### config.mk
export PLATFORM = sky130hd
export DESIGN_NAME = button_conditioner
export DESIGN_NICKNAME = d
export VERILOG_FILES = /design/src/rtl/button_conditioner.sv
export SDC_FILE = /design/constraint.sdc
export NUM_CORES = 1
export LEC_CHECK = 0
export CAP_MARGIN = 20
export CORE_ASPECT_RATIO = 1.25
export CORE_MARGIN = 2
export CORE_UTILIZATION = 46
export CTS_BUF_LIST = sky130_fd_sc_hd__clkbuf_8
export DETAILED_ROUTE_END_ITERATION = 6
export PLACE_DENSITY = 0.69
export RECOVER_POWER = 100
export REMOVE_ABC_BUFFERS = 1
export SYNTH_ARGS = -nofsm -noshare
export SYNTH_HDL_FRONTEND = slang
export SYNTH_SLANG_ARGS = --single-unit
### constraint.sdc
create_clock -name clk_i -period 2.3 [get_ports clk_i]
set_input_delay 0.46 -clock clk_i [delete_from_list [all_inputs] [get_ports clk_i]]
set_output_delay 0.46 -clock clk_i [all_outputs]
set_load 0.1 [all_outputs]
### src/rtl/button_conditioner.sv
// Per-channel button conditioner: polarity fix, 2-flop synchroniser and debounce FSM
// producing a clean level plus one-cycle press/release pulses.
//
// state          | meaning
// ---------------+------------------------------------------------------
// S_RELEASED     | accepted released, waiting for a pressed sample
// S_PRESS_WAIT   | pressed seen, counting stable cycles before accepting
// S_PRESSED      | accepted pressed, waiting for a released sample
// S_RELEASE_WAIT | released seen, counting stable cycles before accepting
module button_conditioner #(
  parameter int NUM_BUTTONS     = 3,
  parameter int DEBOUNCE_CYCLES = 250000,
  parameter bit ACTIVE_LOW      = 1'b1
) (
  input  logic                   clk_i,
  input  logic                   rst_ni,
  input  logic [NUM_BUTTONS-1:0] btn_i,
  output logic [NUM_BUTTONS-1:0] level_o,
  output logic [NUM_BUTTONS-1:0] press_o,
  output logic [NUM_BUTTONS-1:0] release_o
);

  localparam int CNT_W = (DEBOUNCE_CYCLES > 1) ? $clog2(DEBOUNCE_CYCLES) : 1;
  localparam logic [CNT_W-1:0] CNT_LAST = CNT_W'(DEBOUNCE_CYCLES - 1);

  localparam logic [1:0] S_RELEASED     = 2'd0;
  localparam logic [1:0] S_PRESS_WAIT   = 2'd1;
  localparam logic [1:0] S_PRESSED      = 2'd2;
  localparam logic [1:0] S_RELEASE_WAIT = 2'd3;

  logic [NUM_BUTTONS-1:0] btn_norm;
  logic [NUM_BUTTONS-1:0] sync_s1;
  logic [NUM_BUTTONS-1:0] sync_s2;

  assign btn_norm = btn_i ^ {NUM_BUTTONS{ACTIVE_LOW}};

  always_ff @(posedge clk_i or negedge rst_ni) begin
    if (!rst_ni) begin
      sync_s1 <= '0;
      sync_s2 <= '0;
    end else begin
      sync_s1 <= btn_norm;
      sync_s2 <= sync_s1;
    end
  end

  for (genvar g = 0; g < NUM_BUTTONS; g++) begin : g_chan
    logic [1:0]       state_q;
    logic [CNT_W-1:0] cnt_q;
    logic             level_q;
    logic             press_q;
    logic             release_q;

    // Counter is cleared on every state change, so it never needs to wrap.
    always_ff @(posedge clk_i or negedge rst_ni) begin
      if (!rst_ni) begin
        state_q   <= S_RELEASED;
        cnt_q     <= '0;
        level_q   <= 1'b0;
        press_q   <= 1'b0;
        release_q <= 1'b0;
      end else begin
        press_q   <= 1'b0;
        release_q <= 1'b0;
        case (state_q)
          S_RELEASED: begin
            if (sync_s2[g]) begin
              state_q <= S_PRESS_WAIT;
              cnt_q   <= '0;
            end
          end
          S_PRESS_WAIT: begin
            if (!sync_s2[g]) begin
              state_q <= S_RELEASED;
              cnt_q   <= '0;
            end else if (cnt_q == CNT_LAST) begin
              state_q <= S_PRESSED;
              cnt_q   <= '0;
              level_q <= 1'b1;
              press_q <= 1'b1;
            end else begin
              cnt_q <= cnt_q + CNT_W'(1);
            end
          end
          S_PRESSED: begin
            if (!sync_s2[g]) begin
              state_q <= S_RELEASE_WAIT;
              cnt_q   <= '0;
            end
          end
          S_RELEASE_WAIT: begin
            if (sync_s2[g]) begin
              state_q <= S_PRESSED;
              cnt_q   <= '0;
            end else if (cnt_q == CNT_LAST) begin
              state_q   <= S_RELEASED;
              cnt_q     <= '0;
              level_q   <= 1'b0;
              release_q <= 1'b1;
            end else begin
              cnt_q <= cnt_q + CNT_W'(1);
            end
          end
          default: begin
            state_q <= S_RELEASED;
            cnt_q   <= '0;
            level_q <= 1'b0;
          end
        endcase
      end
    end

    assign level_o[g]   = level_q;
    assign press_o[g]   = press_q;
    assign release_o[g] = release_q;
  end

endmodule

# Word-level counts from Yosys, hierarchy flattened
# Index checks and enable logic that the tools add are counted.
# word_totals
elab_cells,141
mem_count,0
latchBits,0
register_bits,75
output_inout_bits,9
input_bits,5
romBits,0
mem_bits_rw,0
# op_classes
n_shift,0
n_lt_le_gt_ge,0
mux,69
reduce_logical,15
multipliers,0
n_addsub,3
bitwise,1
div,0
n_eq_ne,36
# op_table
cell,count
$mux W18,15
$pmux W18 S4,3
$add A18 B1 Y18 const B,3
$eq A18 B18 Y1 const B,3
$mux W2,18
$ne A2 B2 Y1 const B,18
$mux W1,27
$pmux W2 S4,3
$ne A3 B3 Y1 const B,6
$reduce_and A5 Y1,3
$eq A2 B2 Y1 const B,6
$reduce_and A4 Y1,3
$eq A2 B1 Y1 const B,3
$logic_not A2 Y1,3
$pmux W1 S2,3
$reduce_and A2 Y1,3
$reduce_bool A2 Y1,3
$not A3 Y3,1

# Logic depth before layout (Yosys ltp)
# Gate-level depths: netlist of the first run.
# depth
depth_word,4
mapped_depth,7

# Worst setup path before layout of the first run
# No wires, ideal clock.
# synth_path
kind,reg2reg
start,reg g_chan[0].cnt_q[0]
end,reg g_chan[0].level_q
t_required_ns,2.179
path_stages_with_launch,7
period_less_slack_ns,1.735
arrival_time_ns,1.614
slack_ns,0.565
cell_sequence,dfrtp_1 -> ha_1 -> nand3_1 -> nor4_2 -> nand3_1 -> o21a_1 -> o22a_1
# synth_via
elab_chain_len,3
word_cells_on_any_way,4
# synth_lines
item,line,text
from (decl),49,logic [CNT_W-1:0] cnt_q;
from (signal assigned),82,cnt_q <= cnt_q + CNT_W'(1);
from (signal assigned),101,cnt_q <= cnt_q + CNT_W'(1);
$eq A18 B18 Y1 (*),"76, 95",
$ne A2 B2 Y1 (no line),-,
$reduce_and A5 Y1 (no line) (*),-,
to (signal assigned),79,level_q <= 1'b1;
to (signal assigned),98,level_q <= 1'b0;
to (signal assigned),107,level_q <= 1'b0;
to (decl),50,logic level_q;
# Mark *: on every way between the ends. The rest lies on a longest branch, timed or not.
# A chain may end at the register's enable or synchronous reset.

# Final worst setup path of the first run
# layout_path
start,reg sync_s2[0]
end,reg g_chan[0].cnt_q[7]
# layout_via
elab_chain_len,2
word_cells_on_any_way,6
# layout_lines
item,line,text
from (decl),33,logic [NUM_BUTTONS-1:0] sync_s2;
from (signal assigned),43,sync_s2 <= sync_s1;
$mux W18 (tied with other cells),92,if (sync_s2[g]) begin
$pmux W18 S4 / $reduce_and A2 Y1 (equally long branches),-,
# Parallel ways exist; a longest one is shown, timed or not.

==> results.toml, run 1 <==
[routing]
drt-pass1-iter-count = 4
drc = 0
vias = 2955
vias_per_cell = 5.694
wl_per_cell_um = 14.26
drt-total-wl_um = 7403
antenna_left = 0
drt_iter0_markers = 180

[critical_path]
end_kind = "flip-flop"
start_kind = "flip-flop"
worstPathRequired_ns = 2.59
critPathMaxStageDelay_ns = 0.55
crit_family = "compound AO/OA/AOI/OAI gates"
cp_slowest_cell = "a21oi_2"
crit_arrival_ns = 2.27
critPathMaxFanout = 15
path_cells = "xor2_1 -> nand2_2 -> a21oi_2 -> and4_1 -> o22a_1"
crit_buf_inv = 0
critPathKind = "flip-flop to flip-flop"

[global_routing]
antenna_found_initial = 0
track_usage_pct = 17.74
grt_pass1_vias = 2901
gr-total-overflow = 0
grt_pass1_wl_um = 13210
grt_max_degree = 76

[power]
pwr-share-comb_pct = 4.7
ir_worst_vdd_mv = 0.3866
p_int_w = 0.002038
power_w = 0.002631
total_leakage_power_nw = 1.775
clock_power_share_pct = 43.9
p_seq_share_pct = 51.4
switching_share_pct = 22.54
p_per_area_mw_per_mm2 = 626.8
power_switching_w = 0.0005930

[yosys]
synth_edf_count = 0
syn_avg_cell_area_um2 = 9.589
netlist_instances = 408
ys_warn_count = 0
synthFlopType = "dfrtp_1"
ys_seq_elements = 75
ys_seq_area_share_pct = 47.97
synthArstFlopShare_pct = 100.0
synth_cell_types = 55
synth_area_mm2 = 0.003913

[clocking]
cts_tree = "built"
clk_latency_ns = 0.35
holdBufCountCts = 0
root_buffer = "clkbuf_8"
postCtsSetupBuffers = 0
clk_pin_slew_ns = 0.08
cts_resized = 0
cts_buffers = 9
cts.htree.levels = 3
clkSinkCount = 75
clk_path_buf_depth = 2

[run_status]
outcome = "finished with violations"
violations = "capacitance limit, slew limit"

[finish]
instances_no_fill = 519
drive_above_1_share_pct = 9.953
multi_input_area_mm2 = 0.001802
n_antenna_cell = 0
final_common_cell = "dfrtp_1"
num-fill-cells = 761
seq_area_mm2 = 0.001877
final_cell_mix = "dfrtp_1, nand2_1, nand3_1"
nets = 425
syn2layout_area_growth_pct = 7.291

[timing]
skew_ns = 0.009076
setup_tns_ns = 0
period_share_pct = 86.34
slew_headroom_pct = -19.36
fmax_mhz = 503.6
fin_crit_ns = 1.986
tightest_slew_ns = 1.790
hold_viol_final = 0
setup-violations-final = 0
maxSlewViolCount = 76
rsz0062_at_grt = "no"

[placed_design]
place_congestion = 0.8073
dp_cells = 503
hpwl_um = 4909
io_buffers = 13

[floorplanning]
chipHeight_um = 107.1
die_x_um = 86.49
dieArea_mm2 = 0.009264
initial_core_util_pct = 47.48
core_mm2 = 0.008240
num_rows = 37
ios = 14

[min_path]
hp-class = "flip-flop to flip-flop"

[run]
maxCapViolCount = 1
cells in the mapped netlist, drive strengths merged, types with 10 or more instances:
cell	n	share of area, %
nand3	33	4.2
or3	17	2.7
dfrtp	75	48
nand4	13	2.1
nand2	46	4.7
o21ai	18	2.3
nor3	10	1.5
nor2	32	3.3
buf	15	2.9
inv	19	1.8
a21oi	26	3.4
cell type report:
cell class / count / share of cell area, %
clock buffer: 11 / 3.607
clock inverter: 5 / 1.818
inverter: 19 / 1.699
multi-input combinational: 296 / 42.92
sequential: 75 / 44.71
tap: 97 / 2.891
timing repair buffer: 16 / 2.355
kinds of logic (layout without fill, tap and decap cells):
| kind of cell | count (synthesis) | in the layout | synth area share [%] |
|---|---|---|---|
| mux | 11 | 11 | 2.942 |
| simple gates | 196 | 196 | 27.47 |
| xor+xnor | 14 | 14 | 3.710 |
| fa+ha+maj | 3 | 3 | 0.9595 |
| buf+inv | 37 | 51 | 4.989 |
| flops | 75 | 75 | 47.97 |
| compound gates | 72 | 72 | 11.96 |
per-layer routing:
layer,global-route usage [%],vias up,routed length [um]
met1,23.26,1425,3524
li1,-,1478,-
met2,27.58,42,3482
met5,0,-,0
met4,8.147,0,131
met3,4.311,10,265
final timing paths:
| path | from | end | slack [ns] | cells past startpoint |
|---|---|---|---|---|
| min in group asynchronous | rst_ni | g_chan[0].level_q | 0.67 | 2 |
| worst max register to register | sync_s2[0] | g_chan[0].cnt_q[7] | 0.31 | 5 |
| worst max-delay path | sync_s2[0] | g_chan[0].cnt_q[7] | 0.31 | 5 |
| max in group asynchronous | rst_ni | g_chan[0].cnt_q[16] | 0.57 | 2 |
| worst min-delay path | sync_s1[1] | sync_s2[1] | 0.36 | 0 |
| worst min register to register | sync_s1[1] | sync_s2[1] | 0.36 | 0 |
power groups by stage:
| stage | Sequential (W) | Combinational, W | Clock [W] |
|---|---|---|---|
| global route | 0.00135 | 0.000145 | 0.00124 |
| CTS | 0.00135 | 0.000137 | 0.00119 |
| floorplan | 0.00138 | 0.0000756 | 0 |
| finish | 0.00135 | 0.000125 | 0.00115 |
| global placement | 0.00138 | 0.000135 | 0 |
| detailed placement | 0.00138 | 0.000137 | 0 |
flip-flops by register name (all words and copies together) (netlist names), named ones only:
signal / count
g_chan.level_q: 3
sync_s2: 3
sync_s1: 3
g_chan.press_q: 3
g_chan.state_q: 3
g_chan.release_q: 3
g_chan.cnt_q: 54
through the flow:
stage          utilization (%)  area (um2)  setup WS [ns]  hold slack, ns
2_1_floorplan                -        3789         0.5467          0.1644
3_3_place_gp             49.15        4050         0.3652          0.3368
3_5_place_dp             49.15        4050         0.3277          0.3459
4_1_cts                  51.91        4278         0.3237          0.1259
5_1_grt                  50.94        4198        0.08287          0.3601
6_report                 50.94        4198         0.3143          0.3562
(Power assumes the default switching activity.)
==> run 2: changes to the inputs <==
CAP_MARGIN = 10   (was 20)
==> results of run 2 <==
No change in the layout: final DEF, timing and power equal those of run 1.
==> run 3: changes to the inputs <==
ABC_CLOCK_PERIOD_IN_PS = 2300   (was not set)
SETUP_SLACK_MARGIN = 0.1   (was not set)
==> results of run 3 <==
No change in the layout: final DEF, timing and power equal those of run 1.
